<file path="src/rtl/cpu_pkg.sv">
// Shared codes for the 8-bit CPU: opcodes, sequencer state encoding and the
// select-line values agreed between the sequencer, the PC block and the muxes.
package cpu_pkg;

  localparam logic [3:0] OP_NOP  = 4'h0;
  localparam logic [3:0] OP_ADD  = 4'h1;
  localparam logic [3:0] OP_SUB  = 4'h2;
  localparam logic [3:0] OP_AND  = 4'h3;
  localparam logic [3:0] OP_OR   = 4'h4;
  localparam logic [3:0] OP_MOV  = 4'h5;
  localparam logic [3:0] OP_LDI  = 4'h6;
  localparam logic [3:0] OP_LD   = 4'h7;
  localparam logic [3:0] OP_ST   = 4'h8;
  localparam logic [3:0] OP_JMP  = 4'h9;
  localparam logic [3:0] OP_JZ   = 4'hA;
  localparam logic [3:0] OP_JN   = 4'hB;
  localparam logic [3:0] OP_HALT = 4'hF;

  localparam logic [2:0] ST_RST    = 3'd0;
  localparam logic [2:0] ST_FETCH  = 3'd1;
  localparam logic [2:0] ST_DECODE = 3'd2;
  localparam logic [2:0] ST_IMM    = 3'd3;
  localparam logic [2:0] ST_EXEC   = 3'd4;
  localparam logic [2:0] ST_HALT   = 3'd5;

  localparam logic [1:0] ADDR_PC   = 2'd0;
  localparam logic [1:0] ADDR_IMM  = 2'd1;
  localparam logic [1:0] ADDR_SBUS = 2'd2;
  localparam logic [1:0] ADDR_DBUS = 2'd3;

  localparam logic [1:0] REG_IMM    = 2'd0;
  localparam logic [1:0] REG_SBUS   = 2'd1;
  localparam logic [1:0] REG_DATAIN = 2'd2;
  localparam logic [1:0] REG_ALU    = 2'd3;

  localparam logic PCSEL_INC = 1'b0;
  localparam logic PCSEL_IMM = 1'b1;

  typedef struct packed {
    logic       is_two_byte;
    logic       is_alu;
    logic       is_branch;
    logic       is_halt;
    logic       is_illegal;
    logic       is_write;
    logic [1:0] regsel;
    logic [1:0] addrsel;
    logic [1:0] aluop;
  } decode_t;

endpackage

</file>
<file path="src/rtl/cpu_sequencer_if.sv">
// Control bundle between the sequencer (master) and the datapath (slave).
interface cpu_sequencer_if;
  logic [7:0] irvalue;
  logic       zero;
  logic       negative;
  logic       irload;
  logic       imload;
  logic       pcload;
  logic       pcsel;
  logic [1:0] addrsel;
  logic [1:0] regsel;
  logic       dwrite;
  logic [1:0] dregsel;
  logic [1:0] sregsel;
  logic [1:0] aluop;
  logic       halted;
  logic [2:0] phase;

  modport master (
    input  irvalue, zero, negative,
    output irload, imload, pcload, pcsel, addrsel, regsel, dwrite,
           dregsel, sregsel, aluop, halted, phase
  );

  modport slave (
    output irvalue, zero, negative,
    input  irload, imload, pcload, pcsel, addrsel, regsel, dwrite,
           dregsel, sregsel, aluop, halted, phase
  );
endinterface

</file>
<file path="src/rtl/cpu_sequencer_instr_decoder.sv">
// Combinational opcode classifier: instruction length, class flags and the
// result-mux / address-mux / ALU codes used when the instruction executes.
module instr_decoder
  import cpu_pkg::*;
(
  input  logic [3:0] opcode,
  output decode_t    dec
);

  // NOTE: every field gets a default before the case so no path can infer a latch.
  always_comb begin
    dec = '0;
    case (opcode)
      OP_ADD, OP_SUB, OP_AND, OP_OR: begin
        dec.is_alu   = 1'b1;
        dec.is_write = 1'b1;
        dec.regsel   = REG_ALU;
        dec.aluop    = opcode[1:0] - 2'd1;
      end
      OP_MOV: begin
        dec.is_write = 1'b1;
        dec.regsel   = REG_SBUS;
      end
      OP_LDI: begin
        dec.is_two_byte = 1'b1;
        dec.is_write    = 1'b1;
        dec.regsel      = REG_IMM;
      end
      OP_LD: begin
        dec.is_write = 1'b1;
        dec.regsel   = REG_DATAIN;
        dec.addrsel  = ADDR_SBUS;
      end
      OP_JMP, OP_JZ, OP_JN: begin
        dec.is_two_byte = 1'b1;
        dec.is_branch   = 1'b1;
      end
      OP_HALT:           dec.is_halt    = 1'b1;
      4'hC, 4'hD, 4'hE:  dec.is_illegal = 1'b1;
      // NOP and the reserved store slot fall through as no-ops
      default: ;
    endcase
  end

endmodule

</file>
<file path="src/rtl/cpu_sequencer.sv">
// Fetch/Decode/Execute controller: Moore outputs decoded from state and the
// instruction register, driving every strobe and select of the datapath.
module cpu_sequencer
  import cpu_pkg::*;
#(
  parameter bit ILLEGAL_HALTS = 1'b0
) (
  input  logic            clk,
  input  logic            rst_n,
  cpu_sequencer_if.master bus
);

  logic [2:0] state, state_nxt;
  decode_t    dec;
  logic [3:0] opcode;
  logic       branch_taken;
  logic       enter_halt;

  assign opcode = bus.irvalue[7:4];

  instr_decoder u_decoder (
    .opcode (opcode),
    .dec    (dec)
  );

  // Conditional jumps resolve on the flag as seen during EXEC
  assign branch_taken = (opcode == OP_JMP) ||
                        ((opcode == OP_JZ) && bus.zero) ||
                        ((opcode == OP_JN) && bus.negative);

  assign enter_halt = dec.is_halt || (ILLEGAL_HALTS && dec.is_illegal);

  // NOTE: state is held in a non-blocking flop; the async clear forces RST at once.
  always_ff @(posedge clk or negedge rst_n) begin
    if (!rst_n) state <= ST_RST;
    else        state <= state_nxt;
  end

  always_comb begin
    state_nxt = state;
    case (state)
      ST_RST:    state_nxt = ST_FETCH;
      ST_FETCH:  state_nxt = ST_DECODE;
      ST_DECODE: begin
        if (enter_halt)           state_nxt = ST_HALT;
        else if (dec.is_two_byte) state_nxt = ST_IMM;
        else                      state_nxt = ST_EXEC;
      end
      ST_IMM:    state_nxt = ST_EXEC;
      ST_EXEC:   state_nxt = ST_FETCH;
      ST_HALT:   state_nxt = ST_HALT;
      default:   state_nxt = ST_RST;
    endcase
  end

  always_comb begin
    bus.irload  = 1'b0;
    bus.imload  = 1'b0;
    bus.pcload  = 1'b0;
    bus.pcsel   = PCSEL_INC;
    bus.addrsel = ADDR_PC;
    bus.regsel  = REG_IMM;
    bus.dwrite  = 1'b0;
    bus.halted  = 1'b0;
    case (state)
      ST_FETCH: begin
        bus.irload = 1'b1;
        bus.pcload = 1'b1;
      end
      ST_IMM: begin
        bus.imload = 1'b1;
        bus.pcload = 1'b1;
      end
      ST_EXEC: begin
        if (dec.is_write) begin
          bus.dwrite  = 1'b1;
          bus.regsel  = dec.regsel;
          bus.addrsel = dec.addrsel;
        end else if (dec.is_branch && branch_taken) begin
          bus.pcload = 1'b1;
          bus.pcsel  = PCSEL_IMM;
        end
      end
      ST_HALT:  bus.halted = 1'b1;
      default: ;
    endcase
  end

  // Register selects and ALU op track the IR everywhere except reset
  assign bus.dregsel = (state == ST_RST) ? 2'd0 : bus.irvalue[3:2];
  assign bus.sregsel = (state == ST_RST) ? 2'd0 : bus.irvalue[1:0];
  assign bus.aluop   = (state == ST_RST) ? 2'd0 : dec.aluop;
  assign bus.phase   = state;

endmodule

</file>
<file path="src/flat_wrapper.sv">
// flat-port wrapper written by rule: the top's interface ports become plain ports
module cpu_sequencer_flat import cpu_pkg::*;
#(
  parameter bit ILLEGAL_HALTS = 1'b0
)
  (clk, rst_n, bus_irvalue, bus_zero, bus_negative, bus_irload, bus_imload, bus_pcload, bus_pcsel, bus_addrsel, bus_regsel, bus_dwrite, bus_dregsel, bus_sregsel, bus_aluop, bus_halted, bus_phase);
  cpu_sequencer_if bus_i ();
  input  logic clk;
  input  logic rst_n;
  input wire logic [$bits(bus_i.irvalue)-1:0] bus_irvalue;
  input wire logic [$bits(bus_i.zero)-1:0] bus_zero;
  input wire logic [$bits(bus_i.negative)-1:0] bus_negative;
  output wire logic [$bits(bus_i.irload)-1:0] bus_irload;
  output wire logic [$bits(bus_i.imload)-1:0] bus_imload;
  output wire logic [$bits(bus_i.pcload)-1:0] bus_pcload;
  output wire logic [$bits(bus_i.pcsel)-1:0] bus_pcsel;
  output wire logic [$bits(bus_i.addrsel)-1:0] bus_addrsel;
  output wire logic [$bits(bus_i.regsel)-1:0] bus_regsel;
  output wire logic [$bits(bus_i.dwrite)-1:0] bus_dwrite;
  output wire logic [$bits(bus_i.dregsel)-1:0] bus_dregsel;
  output wire logic [$bits(bus_i.sregsel)-1:0] bus_sregsel;
  output wire logic [$bits(bus_i.aluop)-1:0] bus_aluop;
  output wire logic [$bits(bus_i.halted)-1:0] bus_halted;
  output wire logic [$bits(bus_i.phase)-1:0] bus_phase;
  assign bus_i.irvalue = bus_irvalue;
  assign bus_i.zero = bus_zero;
  assign bus_i.negative = bus_negative;
  assign bus_irload = bus_i.irload;
  assign bus_imload = bus_i.imload;
  assign bus_pcload = bus_i.pcload;
  assign bus_pcsel = bus_i.pcsel;
  assign bus_addrsel = bus_i.addrsel;
  assign bus_regsel = bus_i.regsel;
  assign bus_dwrite = bus_i.dwrite;
  assign bus_dregsel = bus_i.dregsel;
  assign bus_sregsel = bus_i.sregsel;
  assign bus_aluop = bus_i.aluop;
  assign bus_halted = bus_i.halted;
  assign bus_phase = bus_i.phase;
  cpu_sequencer #(.ILLEGAL_HALTS(ILLEGAL_HALTS)) u_core (.clk(clk), .rst_n(rst_n), .bus(bus_i));
endmodule
</file>
<file path="config.mk">
export PLATFORM = sky130hd
export DESIGN_NAME = cpu_sequencer_flat
export DESIGN_NICKNAME = d
export VERILOG_FILES = /design/src/rtl/cpu_pkg.sv /design/src/rtl/cpu_sequencer_if.sv /design/src/rtl/cpu_sequencer_instr_decoder.sv /design/src/rtl/cpu_sequencer.sv /design/src/flat_wrapper.sv
export SDC_FILE = /design/constraint.sdc
export NUM_CORES = 1
export LEC_CHECK = 0
export CAP_MARGIN = 5
export CORE_MARGIN = 2
export CORE_UTILIZATION = 33
export DETAILED_ROUTE_END_ITERATION = 16
export PLACE_DENSITY = 0.75
export SLEW_MARGIN = 40
export SYNTH_ARGS = -nofsm -noshare
export SYNTH_HDL_FRONTEND = slang
export SYNTH_SLANG_ARGS = --single-unit
</file>
<file path="constraint.sdc">
create_clock -name clk -period 2.8 [get_ports clk]
set_input_delay 0.84 -clock clk [delete_from_list [all_inputs] [get_ports clk]]
set_output_delay 0.84 -clock clk [all_outputs]
set_load 0.02 [all_outputs]
</file>
==> run metrics, run 1 <==
outcome=finished, violations left; failing checks=negative setup slack; setup slack of the critical path after layout=-47.43 ps; post-synthesis instance total=55; TritonCTS Buffers=3; Synth Warn #=0; wire length after detailed routing=2071 um; HPWL reported at the end of detailed placement=1206 um; final weighted congestion in routability-driven placement=0.7635; root buffer selected by CTS=clkbuf_4; Comb power frac=0.726; final max-slew violation count=0; initial detailed-routing violation count=34; final period utilization=1.017; overflow left after global routing=0; final hold vios=0; vias=634; placed cells=112; floorplan core area=1156 um2; die width=40.06 um; shortest period the worst path allows=2847 ps; Area growth syn-to-layout=138.5%; post-route clock skew=0.1167 ps; highest ir drop seen on vdd=0.4424 mV; overall die area=1605 um2; proportion of synthesized chip area in sequential cells=0.1749; maximum fanout along the worst path=4; Peak Freq=351.2 MHz; Post-Syn Area=429.2 um2; boundary pin count=31; total iterations of the first detailed-routing run=6; hold_buf cts=0; final std cell area, no fill=1023 um2; Power Total=0.0006786 W; Port Buffer Count=29; overall die height=40.06 um; CTS HTree Levels=1; total DRC errors in the routed layout=0; Clock Sinks=3; type of element capturing the critical path=primary output; count of state elements after synthesis=3; Cell Count, Final, Fillers Out=119; arrival time at the worst endpoint=2010 ps; R2R Setup Slk=1570 ps; global-route wire length before repair=2766 um; setup repair after global routing missed its margin=yes; count of standard-cell rows=12; critical path launch point type=primary input; post-synthesis average cell area=7.803 um2; post-DR wirelength/cell=17.40 um; final-layout fill cell count=56; number of vias per cell=5.328; most frequent cells in the layout=21 x buf_4, 12 x clkdlybuf4s50_1, 5 x nor2b_1, 5 x buf_6; via count of the first global-routing pass=611; CTS Buffer Depth=2; Initial Util=0.3712; most common library cell in the layout ignoring fill and taps=buf_4; flip-flop count of the largest register, all copies and words added=3; Flop pwr share=0.159; number of nets still failing antenna checks after routing=0; worst setup slack after placement=-973.6 ps; path class of the lowest-slack min-delay path=flip-flop to flip-flop; Critical Path RT=1960 ps; Total Nets Final=122; post-synthesis net count=71; power density over the cells=663.0 nW/um2; Distinct cells, synth=29; endpoints failing setup=4; initial antenna violation count=0; worst hold slack=735.4 ps; number of maximum-capacitance violations=0; category of the critical setup timing path=primary input to primary output; leakage power total=0.4557 nW; clock network latency to the later pin of the worst-skew pair=230 ps; cell internal pwr=0.0003680 W; cell area after placement=843.3 um2; net switching power=0.0003105 W; switch share=0.4576; maximum number of pins on one net before global-route repair=9; clock power share=0.115; antenna cell count=0; post-CTS clock slew at the launch and capture registers of the worst setup and hold paths=40 ps; Overall Global Routing Usage=0.2620; fraction of final layout cells with drive strength greater than 1=0.5048; CTS tree=built
## worst max-delay path, cell delays in order
cell	delay [ps]
buf_12	120
clkinv_8	50
ha_4	130
nand2b_4	120
or4b_4	510
nor2_4	110
buf_6	120
## power by group through the flow
stage / Combinational (W) / Sequential (W) / Clock, W
floorplan: 0.000230 / 0.000107 / 0
global placement: 0.000442 / 0.000103 / 0
detailed placement: 0.000451 / 0.000106 / 0
CTS: 0.000466 / 0.000106 / 0.0000804
global route: 0.000523 / 0.000114 / 0.0000835
finish: 0.000492 / 0.000108 / 0.0000781
## final timing paths
path	depth (start not counted)	endpoint	from
max in group asynchronous	1	u_core.bus.phase[0]	rst_n
worst max-delay path	7	bus_aluop[0]	bus_irvalue[4]
min in group asynchronous	1	u_core.bus.phase[2]	rst_n
worst min register to register	2	u_core.bus.phase[0]	u_core.bus.phase[2]
worst min-delay path	2	u_core.bus.phase[0]	u_core.bus.phase[2]
worst max register to register	3	u_core.bus.phase[1]	u_core.bus.phase[2]
## repair_timing
| action | in CTS | in global routing |
|---|---|---|
| setup endpoints to repair | 12 | 8 |
| gates cloned | 0 | 0 |
| pin swaps | 6 | 5 |
| gates resized for setup | 84 | 15 |
| setup buffers | 2 | 1 |
## metrics by stage
step,utilization,setup TNS (ps)
floorplan,-,-61.54
global placement,0.7294,-6624
detailed placement,0.7294,-7130
CTS,0.8463,-27.57
global route,0.8853,-242.3
finish,0.8853,-143.2
## cell type report
class | instances | area (um2) | area share
clock buffers | 4 | 26.28 | 0.02567
inverters | 3 | 31.28 | 0.03056
flip-flops and latches | 3 | 75.07 | 0.07335
well taps | 14 | 17.52 | 0.01711
multi-input cells | 46 | 426.7 | 0.4169
repair buffers | 49 | 446.7 | 0.4364
## synth_stat cells
library cell | instances | area share
inv_1 | 3 | 0.026
or3b_1 | 1 | 0.020
and2_1 | 1 | 0.015
nor3b_1 | 1 | 0.017
o22ai_1 | 1 | 0.015
conb_1 | 1 | 0.0087
or3_1 | 1 | 0.015
nor2_2 | 1 | 0.015
or4b_4 | 1 | 0.032
o2bb2ai_1 | 1 | 0.020
and3b_2 | 1 | 0.023
nor2_1 | 3 | 0.026
nor4_1 | 3 | 0.044
a211o_1 | 1 | 0.020
nand2b_1 | 2 | 0.029
buf_6 | 1 | 0.026
buf_4 | 2 | 0.035
or2_2 | 1 | 0.015
o21ai_0 | 1 | 0.012
or2b_1 | 2 | 0.035
ha_1 | 4 | 0.12
a221oi_1 | 1 | 0.020
a21oi_1 | 4 | 0.047
o21a_1 | 2 | 0.035
nand2_1 | 3 | 0.026
or4b_1 | 1 | 0.023
dfrtp_1 | 3 | 0.17
nor2b_1 | 5 | 0.073
nor3_1 | 3 | 0.035
## routing by layer
metal | up-vias | part of all wire | GRT usage
met5 | - | 0 | 0
met4 | 0 | 0.035 | 0.1207
met3 | 8 | 0.071 | 0.07222
met2 | 44 | 0.53 | 0.5000
met1 | 286 | 0.36 | 0.2549
li1 | 296 | - | -
## kinds of logic after synthesis
group           Yosys count  synth area share
compound gates           11            0.1691
flops                     3            0.1749
simple gates             30            0.4432
fa+ha+maj                 4            0.1166
buf+inv                   6           0.08745
other cells               1          0.008738
No activity file was read; power rests on OpenSTA's default activity.
==> run 2, diff against run 1 <==
- CORE_MARGIN: 2 -> unset
- CTS_CLUSTER_DIAMETER: unset -> 60
- SLEW_MARGIN: 40 -> 15
==> run 2 against run 1 <==
- the run still ends with negative setup slack left
- critical path depth unchanged
- final cell count shrank 0.84%
- power down 0.67%
- combinational power fell by 2%
- non-clock buffer count shrank 1
- count of clock-buffer cells in the layout unchanged
- highest routed layer unchanged
- die area is 9.7% lower
- sequential power about the same
- critical path type unchanged
==> run metrics, run 2 (synthesized netlist as in run 1, its figures left out) <==
outcome=finished, violations left (unchanged); failing checks=negative setup slack (unchanged); highest ir drop seen on vdd=0.3700 mV (was 0.4424 mV); area taken by flip-flops and latches=75.07 um2 (unchanged); fraction of final layout cells with drive strength greater than 1=0.5096 (was 0.5048); placed cells=110 (was 112); initial antenna violation count=0 (unchanged); die width=38.06 um (was 40.06 um); most heavily used metal layer in global routing=met2 (unchanged); final period utilization=1.021 (was 1.017); Area growth syn-to-layout=141.1% (was 138.5%); root buffer selected by CTS=clkbuf_4 (unchanged); maximum fanout along the worst path=4 (unchanged); leakage power total=0.4565 nW (was 0.4557 nW); met2 Track Usage GR=0.5254 (was 0.5000); Clock Sinks=3 (unchanged); flip-flop count of the largest register, all copies and words added=3 (unchanged); overall die area=1449 um2 (was 1605 um2); HPWL reported at the end of detailed placement=990.5 um (was 1206 um); CTS HTree Levels=1 (unchanged); arrival time at the worst endpoint=2020 ps (was 2010 ps); type of element capturing the critical path=primary output (unchanged); post-CTS clock slew at the launch and capture registers of the worst setup and hold paths=40 ps (about the same); total DRC errors in the routed layout=0 (unchanged); FF-to-FF path depth=3 (unchanged); vias=625 (was 634); hold_buf cts=0 (unchanged); maximum number of pins on one net before global-route repair=12 (was 9); Critical Path RT=1960 ps (about the same); most common library cell in the layout ignoring fill and taps=buf_4 (unchanged); wire length after detailed routing=2117 um (was 2071 um); Peak Freq=349.8 MHz (was 351.2 MHz); most frequent cells in the layout=20 x buf_4, 11 x clkdlybuf4s50_1, 5 x nor2b_1, 5 x dlygate4sd2_1, 5 x buf_6 (was 21 x buf_4, 12 x clkdlybuf4s50_1, 5 x nor2b_1, 5 x buf_6); overflow left after global routing=0 (unchanged); CTS tree=built (unchanged); post-route clock skew=2.871 ps (was 0.1167 ps); number of vias per cell=5.297 (was 5.328); post-DR wirelength/cell=17.94 um (was 17.40 um); Overall Global Routing Usage=0.2836 (was 0.2620); setup slack of the critical path after layout=-58.61 ps (was -47.43 ps); TritonCTS Buffers=3 (unchanged); shortest period the worst path allows=2859 ps (was 2847 ps); final weighted congestion in routability-driven placement=0.7958 (was 0.7635); CTS Buffer Depth=2 (unchanged); Port Buffer Count=29 (unchanged); boundary pin count=31 (unchanged); Total Nets Final=121 (was 122); antenna cell count=0 (unchanged); final hold vios=0 (unchanged); via count of the first global-routing pass=620 (was 611); number of maximum-capacitance violations=0 (unchanged); GR Layer Usage met3=0.04651 (was 0.07222); clock network latency to the later pin of the worst-skew pair=240 ps (was 230 ps); global-route wire length before repair=2780 um (was 2766 um); floorplan core area=1156 um2 (unchanged); power density over the cells=651.4 nW/um2 (was 663.0 nW/um2); total iterations of the first detailed-routing run=6 (unchanged); final max-slew violation count=0 (unchanged); overall die height=38.06 um (was 40.06 um); GR Layer Usage met1=0.2912 (was 0.2549); number of nets still failing antenna checks after routing=0 (unchanged); setup repair after global routing missed its margin=yes (unchanged); endpoints failing setup=3 (was 4); count of standard-cell rows=12 (unchanged); area used by multi-input combinational logic=445.4 um2 (was 426.7 um2); final-layout fill cell count=49 (was 56); critical path launch point type=primary input (unchanged); Cell Count, Final, Fillers Out=118 (was 119); Total Neg Setup Slack=-160.6 ps (was -143.2 ps); worst hold stages=1 (was 2); Initial Util=0.3712 (unchanged); initial detailed-routing violation count=20 (was 34); path class of the lowest-slack min-delay path=flip-flop to flip-flop (unchanged); category of the critical setup timing path=primary input to primary output (unchanged)
==> run 2: cell count changes in the layout (fill, tap and decap cells not counted), sizes merged <==
cell           change
buf                -1
clkdlybuf4s50      -1
dlygate4sd2        +1
==> run 2: cell type report <==
class | count | share of cell area
multi-input cells | 46 | 0.4305
repair buffers | 48 | 0.4244
clock buffers | 4 | 0.02539
flip-flops and latches | 3 | 0.07255
inverters | 3 | 0.03023
well taps | 14 | 0.01693
==> run 2: repair_timing <==
item | CTS | global route
pin swaps | 9 | 9
endpoints found under the setup margin | 12 | 8
buffers inserted | 2 | 2
resized for setup | 89 | 14
==> run 2: stage by stage <==
step / hold WS, ps / power [W] / setup slack (ps) / utilization / instance area, um2
final: 660.7 / 0.0006740 / -58.61 / 0.8950 / 1035
after global routing: 705.4 / 0.0007128 / -89.76 / 0.8950 / 1035
after CTS: 632.3 / 0.0006383 / -29.67 / 0.8485 / 980.9
after detailed placement: 637.0 / 0.0005348 / -985.4 / 0.7165 / 828.3
after global placement: 637.4 / 0.0005330 / -933.6 / 0.7165 / 828.3
after floorplan: 544.4 / 0.0003363 / -30.77 / - / 434.2
==> run 2: final timing paths <==
path	from	endpoint	slack [ps]
worst max-delay path	bus_irvalue[4]	bus_aluop[0]	-60
worst min-delay path	u_core.bus.phase[1]	u_core.bus.phase[0]	660
worst max register to register	u_core.bus.phase[1]	u_core.bus.phase[1]	1540
worst min register to register	u_core.bus.phase[1]	u_core.bus.phase[0]	660
max in group asynchronous	rst_n	u_core.bus.phase[1]	1880
min in group asynchronous	rst_n	u_core.bus.phase[0]	780
==> run 2: per-layer routing <==
metal  routed length (um)  vias to the layer above  part of all wire
met1                  814                      282              0.38
met2                 1072                       41              0.51
met5                    0                        -                 0
met3                  126                       11             0.060
met4                  104                        0             0.049
li1                     -                      291                 -
==> run 2: critical path, cell delays in order <==
cell,delay [ps]
buf_12,120
clkinv_8,50
ha_4,150
nor4_4,50
or4b_4,560
nor2_4,110
buf_6,120
==> run 2: report_power, final <==
part	switching, W	internal (W)
registers	0.0000466	0.0000640
logic	0.000241	0.000242
clock network	0.0000268	0.0000537
==> run 3, diff against run 2 <==
- CORE_MARGIN: unset -> 2
- PLACE_DENSITY: 0.75 -> 0.77
==> run 3 against run 2 <==
- the run still ends with negative setup slack left
- clock skew is 1.8 ps lower
- design area fell by 1.6%
- count of clock-buffer cells in the layout unchanged
- sequential power decreased by 5%
- non-clock buffer count stayed put
- critical path depth stayed put
- power decreased by 0.45%
- critical path type unchanged
- critical endpoint unchanged
- highest routed layer unchanged
==> run metrics, run 3 (synthesized netlist as in run 1, its figures left out) <==
outcome=finished, violations left (unchanged); failing checks=negative setup slack (unchanged); post-CTS clock slew at the launch and capture registers of the worst setup and hold paths=40 ps (about the same); Peak Freq=353.5 MHz (was 349.8 MHz); number of maximum-capacitance violations=0 (unchanged); final hold vios=0 (unchanged); post-route clock skew=1.091 ps (was 2.871 ps); total DRC errors in the routed layout=0 (unchanged); count of standard-cell rows=12 (unchanged); cell area after placement=835.8 um2 (was 828.3 um2); final max-slew violation count=0 (unchanged); Cell Count, Final, Fillers Out=118 (unchanged); Overall Global Routing Usage=0.2803 (was 0.2836); via count of the first global-routing pass=643 (was 620); hold_buf cts=0 (unchanged); critical path launch point type=primary input (unchanged); area used by multi-input combinational logic=426.7 um2 (was 445.4 um2); TritonCTS Buffers=3 (unchanged); routed wire length on met2=1195 um (was 1072 um); root buffer selected by CTS=clkbuf_4 (unchanged); power density over the cells=658.8 nW/um2 (was 651.4 nW/um2); setup slack of the critical path after layout=-28.47 ps (was -58.61 ps); setup repair after global routing missed its margin=yes (unchanged); highest ir drop seen on vdd=0.3873 mV (was 0.3700 mV); CTS Buffer Depth=2 (unchanged); global-route wire length before repair=2884 um (was 2780 um); boundary pin count=31 (unchanged); final period utilization=1.010 (was 1.021); antenna cell count=0 (unchanged); Top Layer Used=met4 (unchanged); wire length after detailed routing=2076 um (was 2117 um); flip-flop count of the largest register, all copies and words added=3 (unchanged); die width=40.06 um (was 38.06 um); final core utilization=0.8810 (was 0.8950); worst hold slack=728.2 ps (was 660.7 ps); final std cell area, no fill=1018 um2 (was 1035 um2); HPWL reported at the end of detailed placement=1163 um (was 990.5 um); most common library cell in the layout ignoring fill and taps=buf_4 (unchanged); final weighted congestion in routability-driven placement=0.7955 (was 0.7958); number of nets still failing antenna checks after routing=0 (unchanged); total iterations of the first detailed-routing run=4 (was 6); Total Nets Final=121 (unchanged); Port Buffer Count=29 (unchanged); Area growth syn-to-layout=137.3% (was 141.1%); arrival time at the worst endpoint=1990 ps (was 2020 ps); number of vias per cell=5.407 (was 5.297); shortest period the worst path allows=2828 ps (was 2859 ps); clock network latency to the later pin of the worst-skew pair=240 ps (about the same); CTS tree=built (unchanged); final-layout fill cell count=58 (was 49); placed cells=111 (was 110); initial detailed-routing violation count=9 (was 20); most frequent cells in the layout=19 x buf_4, 11 x clkdlybuf4s50_1, 5 x nor2b_1, 5 x dlygate4sd2_1, 5 x buf_6 (was 20 x buf_4, 11 x clkdlybuf4s50_1, 5 x nor2b_1, 5 x dlygate4sd2_1, 5 x buf_6); fraction of final layout cells with drive strength greater than 1=0.4904 (was 0.5096); initial antenna violation count=0 (unchanged); overall die area=1605 um2 (was 1449 um2); overflow left after global routing=0 (unchanged); category of the critical setup timing path=primary input to primary output (unchanged); leakage power total=0.4550 nW (was 0.4565 nW); floorplan core area=1156 um2 (unchanged); path class of the lowest-slack min-delay path=flip-flop to flip-flop (unchanged); CTS HTree Levels=1 (unchanged); Critical Path RT=1960 ps (about the same); post-DR wirelength/cell=17.59 um (was 17.94 um); type of element capturing the critical path=primary output (unchanged); Initial Util=0.3712 (unchanged); vias=638 (was 625); maximum fanout along the worst path=3 (was 4); Clock Sinks=3 (unchanged); worst setup slack after placement=-962.7 ps (was -985.4 ps); met3 WL=118 um (was 126 um); maximum number of pins on one net before global-route repair=9 (was 12); WL met1=670 um (was 814 um); overall die height=40.06 um (was 38.06 um); endpoints failing setup=3 (unchanged); area taken by flip-flops and latches=75.07 um2 (unchanged)
run 3: cell types whose count changed in the layout (fill, tap and decap cells not counted), sizes merged:
cell | before | now
inv | 2 | 1
buf | 29 | 30
clkbuf | 5 | 4
clkinv | 1 | 2
run 3: cell type report:
cell class / instances / share of cell area
clock buffer: 4 / 0.02580
inverter: 3 / 0.03563
multi-input combinational: 46 / 0.4189
sequential: 3 / 0.07371
tap: 14 / 0.01720
timing repair buffer: 48 / 0.4287
run 3: worst max-delay path: stages:
cell	delay, ps
buf_12	120
clkinv_8	50
ha_4	120
nand2b_4	110
or4b_4	510
nor2_4	110
buf_6	120
run 3: final timing paths:
check / from / to / slack [ps] / depth (start not counted)
hold reg to reg: u_core.bus.phase[2] / u_core.bus.phase[2] / 730 / 2
max in group asynchronous: rst_n / u_core.bus.phase[0] / 1860 / 1
min in group asynchronous: rst_n / u_core.bus.phase[2] / 790 / 1
hold / removal: u_core.bus.phase[2] / u_core.bus.phase[2] / 730 / 2
setup reg to reg: u_core.bus.phase[0] / u_core.bus.phase[1] / 1540 / 3
setup / recovery: bus_irvalue[5] / bus_aluop[0] / -30 / 7
run 3: what timing repair did:
item | in CTS | in global routing
cloned | 0 | 0
setup endpoints to repair | 12 | 3
gates resized for setup | 95 | 6
setup buffers | 1 | 2
pin swaps | 9 | 5
hold endpoints to repair | 0 | 0
run 3: power breakdown:
group	switching [W]	internal [W]
clock	0.0000244	0.0000535
sequential	0.0000409	0.0000642
combinational	0.000240	0.000248
total	0.000306	0.000365
run 3: layer usage:
metal | vias to the layer above | track usage
li1 | 291 | -
met1 | 298 | 0.2255
met2 | 39 | 0.5766
met3 | 10 | 0.04444
met4 | 0 | 0.2155
met5 | - | 0
run 3: metrics by stage:
stage               TNS [ps]  total power (W)
global placement       -6648        0.0005427
floorplan             -61.54        0.0003363
CTS                   -118.5        0.0006542
finish                -74.23        0.0006709
detailed placement     -6967        0.0005534
global route          -136.0        0.0007095
